## src/rtl/vga_timing_pkg.sv

```systemverilog
// Shared constants and types for the VGA raster timing generator.
// Default segment lengths describe 640x480@60 with a 25.175 MHz pixel clock.
package vga_timing_pkg;

   localparam int DEF_H_ACTIVE = 640;
   localparam int DEF_H_FP     = 16;
   localparam int DEF_H_SYNC   = 96;
   localparam int DEF_H_BP     = 48;
   localparam int DEF_V_ACTIVE = 480;
   localparam int DEF_V_FP     = 10;
   localparam int DEF_V_SYNC   = 2;
   localparam int DEF_V_BP     = 33;

   localparam logic SYNC_ACTIVE_LOW  = 1'b0;
   localparam logic SYNC_ACTIVE_HIGH = 1'b1;

   // Decoded raster outputs, carried as one word through the delay line.
   typedef struct packed {
      logic hsync;
      logic vsync;
      logic active_video;
      logic line_start;
      logic frame_start;
   } sync_t;

   localparam int SYNC_W = $bits(sync_t);

endpackage

```

## src/rtl/vga_sync_delay.sv

```systemverilog
// Enable-gated shift register of depth DLY with a per-bit reset value.
// DLY=0 is a plain wire. 'tap' is the word that q will take on the next
// enabled edge, so callers can act in step with the delayed output.
module vga_sync_delay #(
   parameter int             W       = 5,
   parameter int             DLY     = 0,
   parameter logic [W-1:0]   RST_VAL = '0
) (
   input  logic         clk,
   input  logic         rst,
   input  logic         en,
   input  logic [W-1:0] d,
   output logic [W-1:0] q,
   output logic [W-1:0] tap
);

   generate
      if (DLY == 0) begin : g_pass
         wire unused_ctl = ^{clk, rst, en};
         assign q   = d;
         assign tap = d;
      end else begin : g_shift
         logic [W-1:0] stage [DLY];

         // Shift one stage per pixel tick; hold otherwise.
         always_ff @(posedge clk or negedge rst) begin
            if (!rst) begin
               for (int i = 0; i < DLY; i++) stage[i] <= RST_VAL;
            end else if (en) begin
               stage[0] <= d;
               for (int i = 1; i < DLY; i++) stage[i] <= stage[i-1];
            end
         end

         assign q = stage[DLY-1];

         if (DLY == 1) begin : g_tap_in
            assign tap = d;
         end else begin : g_tap_stage
            assign tap = stage[DLY-2];
         end
      end
   endgenerate

endmodule

```

## src/rtl/vga_timing_gen.sv

```systemverilog
// Parametrised VGA raster timing generator.
// x/y count the raster; sync/blank/strobe decode is registered from the next
// counter value so it is coherent with x/y, then optionally delayed by
// PIPE_DLY pixel ticks so x/y lead the outputs by the framebuffer latency.
// Optional frame counter: define VGA_FRAME_CNT_EN.
module vga_timing_gen
   import vga_timing_pkg::*;
#(
   parameter int   H_ACTIVE = DEF_H_ACTIVE,
   parameter int   H_FP     = DEF_H_FP,
   parameter int   H_SYNC   = DEF_H_SYNC,
   parameter int   H_BP     = DEF_H_BP,
   parameter int   V_ACTIVE = DEF_V_ACTIVE,
   parameter int   V_FP     = DEF_V_FP,
   parameter int   V_SYNC   = DEF_V_SYNC,
   parameter int   V_BP     = DEF_V_BP,
   parameter logic HS_POL   = SYNC_ACTIVE_LOW,
   parameter logic VS_POL   = SYNC_ACTIVE_LOW,
   parameter int   CW       = 10,
   parameter int   PIPE_DLY = 0,
   parameter int   FC_W     = 16
) (
   input  logic          clk,
   input  logic          rst,
   input  logic          pix_en,
   output logic [CW-1:0] x,
   output logic [CW-1:0] y,
   output logic          hsync,
   output logic          vsync,
   output logic          active_video,
   output logic          line_start,
   output logic          frame_start
`ifdef VGA_FRAME_CNT_EN
   ,output logic [FC_W-1:0] frame_cnt
`endif
);

   localparam int H_TOTAL = H_ACTIVE + H_FP + H_SYNC + H_BP;
   localparam int V_TOTAL = V_ACTIVE + V_FP + V_SYNC + V_BP;
   localparam int MAX_CNT = (H_TOTAL > V_TOTAL) ? H_TOTAL - 1 : V_TOTAL - 1;

   generate
      if ((2 ** CW) <= MAX_CNT) begin : g_bad_cw
         $error("vga_timing_gen: CW too narrow for H_TOTAL/V_TOTAL");
      end
      if (PIPE_DLY < 0 || PIPE_DLY > 7) begin : g_bad_dly
         $error("vga_timing_gen: PIPE_DLY must be 0..7");
      end
   endgenerate

   localparam logic [CW-1:0] X_LAST   = CW'(H_TOTAL - 1);
   localparam logic [CW-1:0] Y_LAST   = CW'(V_TOTAL - 1);
   // One bit wider so a window ending exactly at TOTAL cannot wrap.
   localparam logic [CW:0]   X_ACT_END = (CW+1)'(H_ACTIVE);
   localparam logic [CW:0]   HS_START  = (CW+1)'(H_ACTIVE + H_FP);
   localparam logic [CW:0]   HS_END    = (CW+1)'(H_ACTIVE + H_FP + H_SYNC);
   localparam logic [CW:0]   Y_ACT_END = (CW+1)'(V_ACTIVE);
   localparam logic [CW:0]   VS_START  = (CW+1)'(V_ACTIVE + V_FP);
   localparam logic [CW:0]   VS_END    = (CW+1)'(V_ACTIVE + V_FP + V_SYNC);

   localparam sync_t SYNC_IDLE = '{hsync: ~HS_POL, vsync: ~VS_POL, default: 1'b0};

   logic [CW-1:0] x_nxt, y_nxt;
   sync_t         dec, dec_nxt, dly_q, dly_tap;

   // Next raster position and its decode.
   always_comb begin
      x_nxt   = (x == X_LAST) ? '0 : x + CW'(1);
      y_nxt   = y;
      if (x == X_LAST) y_nxt = (y == Y_LAST) ? '0 : y + CW'(1);
      dec_nxt = SYNC_IDLE;
      dec_nxt.hsync        = ({1'b0, x_nxt} >= HS_START && {1'b0, x_nxt} < HS_END) ? HS_POL : ~HS_POL;
      dec_nxt.vsync        = ({1'b0, y_nxt} >= VS_START && {1'b0, y_nxt} < VS_END) ? VS_POL : ~VS_POL;
      dec_nxt.active_video = ({1'b0, x_nxt} < X_ACT_END) && ({1'b0, y_nxt} < Y_ACT_END);
      dec_nxt.line_start   = (x_nxt == '0);
      dec_nxt.frame_start  = (x_nxt == '0) && (y_nxt == '0);
   end

   // Counters start at the last position so the first tick lands on (0,0).
   always_ff @(posedge clk or negedge rst) begin
      if (!rst) begin
         x   <= X_LAST;
         y   <= Y_LAST;
         dec <= SYNC_IDLE;
      end else if (pix_en) begin
         x   <= x_nxt;
         y   <= y_nxt;
         dec <= dec_nxt;
      end
   end

   vga_sync_delay #(
      .W       (SYNC_W),
      .DLY     (PIPE_DLY),
      .RST_VAL (SYNC_IDLE)
   ) u_dly (
      .clk (clk),
      .rst (rst),
      .en  (pix_en),
      .d   (dec),
      .q   (dly_q),
      .tap (dly_tap)
   );

   assign hsync        = dly_q.hsync;
   assign vsync        = dly_q.vsync;
   assign active_video = dly_q.active_video;
   assign line_start   = dly_q.line_start;
   assign frame_start  = dly_q.frame_start;

`ifdef VGA_FRAME_CNT_EN
   // frame_start as it will appear on the output after this edge.
   logic fs_out_nxt;
   assign fs_out_nxt = (PIPE_DLY == 0) ? dec_nxt.frame_start : dly_tap.frame_start;

   // Count frames in step with the delayed frame_start strobe.
   always_ff @(posedge clk or negedge rst) begin
      if (!rst) begin
         frame_cnt <= '0;
      end else if (pix_en && fs_out_nxt) begin
         frame_cnt <= frame_cnt + FC_W'(1);
      end
   end
`else
   wire unused_tap = ^dly_tap;
   localparam int unused_fc_w = FC_W;
`endif

endmodule

```

## config.mk

```make
export PLATFORM = sky130hd
export DESIGN_NAME = vga_timing_gen
export DESIGN_NICKNAME = d
export VERILOG_FILES = /design/src/rtl/vga_timing_pkg.sv /design/src/rtl/vga_sync_delay.sv /design/src/rtl/vga_timing_gen.sv
export SDC_FILE = /design/constraint.sdc
export NUM_CORES = 1
export LEC_CHECK = 0
export CAP_MARGIN = 5
export CORE_MARGIN = 2
export CORE_UTILIZATION = 30
export CTS_BUF_LIST = sky130_fd_sc_hd__clkbuf_4
export CTS_CLUSTER_DIAMETER = 60
export DETAILED_ROUTE_END_ITERATION = 16
export HOLD_SLACK_MARGIN = 0.02
export PLACE_DENSITY = 0.57
export RECOVER_POWER = 100
export SYNTH_ARGS = -nofsm -noshare
export SYNTH_HDL_FRONTEND = slang
export SYNTH_SLANG_ARGS = --single-unit
```

## constraint.sdc

```tcl
create_clock -name clk -period 3.6 [get_ports clk]
set_clock_uncertainty 0.1 [all_clocks]
set_input_delay 1.08 -clock clk [delete_from_list [all_inputs] [get_ports clk]]
set_output_delay 1.08 -clock clk [all_outputs]
set_load 0.005 [all_outputs]
```

==> results of run 1 <==
per-layer routing:
layer | up-vias | share of wire [%] | GRT usage [%] | routed length, um
li1 | 735 | - | - | -
met1 | 692 | 51 | 19.4 | 2070
met2 | 19 | 45 | 20.3 | 1840
met3 | 2 | 2.5 | 1.36 | 103
met4 | 0 | 0.84 | 4.14 | 34
met5 | - | 0 | 0 | 0
layout make-up:
cell class | count | area share [%]
flip-flops and latches | 25 | 31.6
clock buffers | 4 | 1.48
well taps | 72 | 4.44
repair buffers | 31 | 14.4
inverters | 7 | 1.30
multi-input cells | 144 | 46.8
synth_stat cells, drive strengths merged (6+ instances only):
library cell	number	share of area [%]
xor2	6	3.1
nand4	7	3.4
xnor2	11	5.6
a21oi	7	2.0
inv	7	1.5
nand2	21	4.7
buf	9	3.6
dfrtp	13	19
nand3	14	4.1
nor2	10	2.2
dfstp	12	18
clkbuf	6	1.3
o21ai	10	2.9
per-stage QoR:
step	hold WS [ns]	instance area (um2)	util [%]	power, uW	cells
finish	0.407	2030	36.8	779	283
floorplan	0.376	1720	-	570	191
global placement	0.387	2020	36.8	679	279
global route	0.432	2030	36.8	839	283
CTS	0.408	2050	37.3	820	283
detailed placement	0.389	2020	36.8	679	279
flip-flops by register name, summed over array words and instances, names as in the netlist:
signal,flops
x,10
dec,5
y,10
power groups by stage:
stage          registers (uW)  clock network [uW]  logic [uW]
6_report                  422                 137         220
3_3_place_gp              445                   0         234
4_1_cts                   440                 144         236
5_1_grt                   436                 155         247
2_1_floorplan             377                   0         194
3_5_place_dp              445                   0         234
tightest hold or removal path: cells and delay by family (launching register included):
family | cells | cell delay (ns)
AOI/OAI and AO/OA | 1 | 0.05
DFF | 1 | 0.40
and+or+nand+nor | 1 | 0.08
cells by family (layout without fill, tap and decap cells):
family	after synthesis	count (layout)	share of synthesized area, %
compound gates	40	40	15.7
xor+xnor	17	17	8.66
fa+ha+maj	3	3	2.18
buf+inv	22	42	6.48
flops	25	25	37.3
mux	4	4	2.55
simple gates	80	80	27.1
path summary, 6_finish.rpt:
path                              from  cells past startpoint     end  slack, ns
worst max-delay path              x[0]                      7  dec[0]       0.51
worst min-delay path            dec[4]                      2  dec[4]       0.41
worst max register to register    x[0]                      7  dec[0]       0.51
worst min register to register  dec[4]                      2  dec[4]       0.41
max in group asynchronous          rst                      2    y[8]       1.14
min in group asynchronous          rst                      2    y[0]       1.47
==> run metrics, run 1 <==
DR iter-0 viols 86; Port-buffer cells 27; f_max 0.324 GHz; post-detailed-route count of antenna-violating nets 0; Worst-Margin Slew 1.34 ns; CTS resizes 0; WS Path Type register to register; CP bufs+invs 0; Final GP Congestion 0.869; crit-path cells ha_1, nand4_1, or4_1, o21ai_0, o211ai_1, a2111o_1, o32ai_1; worst vdd ir 0.153 mV; Post-CTS Setup Bufs 0; RSZ-0062 raised after global routing no; clk root buf clkbuf_4; global route overflow 0; CTS HTree Levels 1; power share of the clock group 17.6%; Total GRT Usage 13.2%; initial core utilization 31.2%; slowest cell on the critical path or4_1; Seq pwr share 54.2%; Post-synth EDFFs 0; most common cell after layout, fill and taps aside nand2_1; row count 27; CTS Sinks 25; number of nets in the layout 218; post-route setup slack 0.512 ns; flops & latches, synth 25; setup TNS 0 ns; most frequent cells in the layout 20 x nand2_1, 17 x dlygate4sd3_1, 14 x nand3_1; CP top delay family simple AND/OR/NAND/NOR gates; DRT Pass-1 Iters 4; HP Class register to register; pin count of the biggest net entering global routing 26; total CTS buffers 3; fin crit share 85.8%; Hold Vio Cnt, Final 0; largest fanout on the critical path 10; PwrDens 384 nW/um2; vias per inst 5.12; Slew headroom 10.4%; post-layout min period 3.09 ns; initial antenna violation count 0; Max Root-Sink Buffers 2; sequential fraction of the synthesis area 37.3%; Avg WL per Cell 14.3 um; pre-CTS setup slack 0.767 ns; via count 1448; Worst setup EP type register; clock slew at reported path FFs 0.14 ns; cell-internal power 511 uW; hpwl dp 2.95 mm; TritonCTS clock tree yes; Die Area 6350 um2; Die X 79.7 um; Ys Warns 0; status finished clean; drt drc 0; Area Growth Syn to Fin 18.0%; first-pass GRT wire length 6.69 mm; num ports 28; ys flop type dfrtp_1; final setup fails 0; Die H 79.7 um; Ant. Diodes 0; combinational share of power 28.2%; Clock Latency Late Sink 0.32 ns; synthesized area 1720 um2; Leakage 0.000761 uW; syn avg cell area 9.00 um2; CP arrival 3.21 ns; Core Area 5510 um2; async set-reset flop share out of synthesis 100%; Multi-input gate area 948 um2; Slew Limit Fails 0; CTS Hold Bufs 0; Max-cap violations 0; Syn Nets 197; share of post-route cells with drive strength above 1 5.69%; Psw 268 uW; Synth Instances 191; Yosys cell types 51; vias in the first global route 1339; Storage cell area 641 um2; Fillers 556; CP Launch Type register; switching share of power 34.4%; final wirelength 4.05 mm; CP required 3.73 ns; max incr delay on CP 0.74 ns
Power figures use the tool's default switching activity.
==> run 2: changes to the inputs <==
Settings changed: HOLD_SLACK_MARGIN 0.02 to unset.
==> results of run 2 <==
Final layout, timing and power as in run 1 (identical DEF).
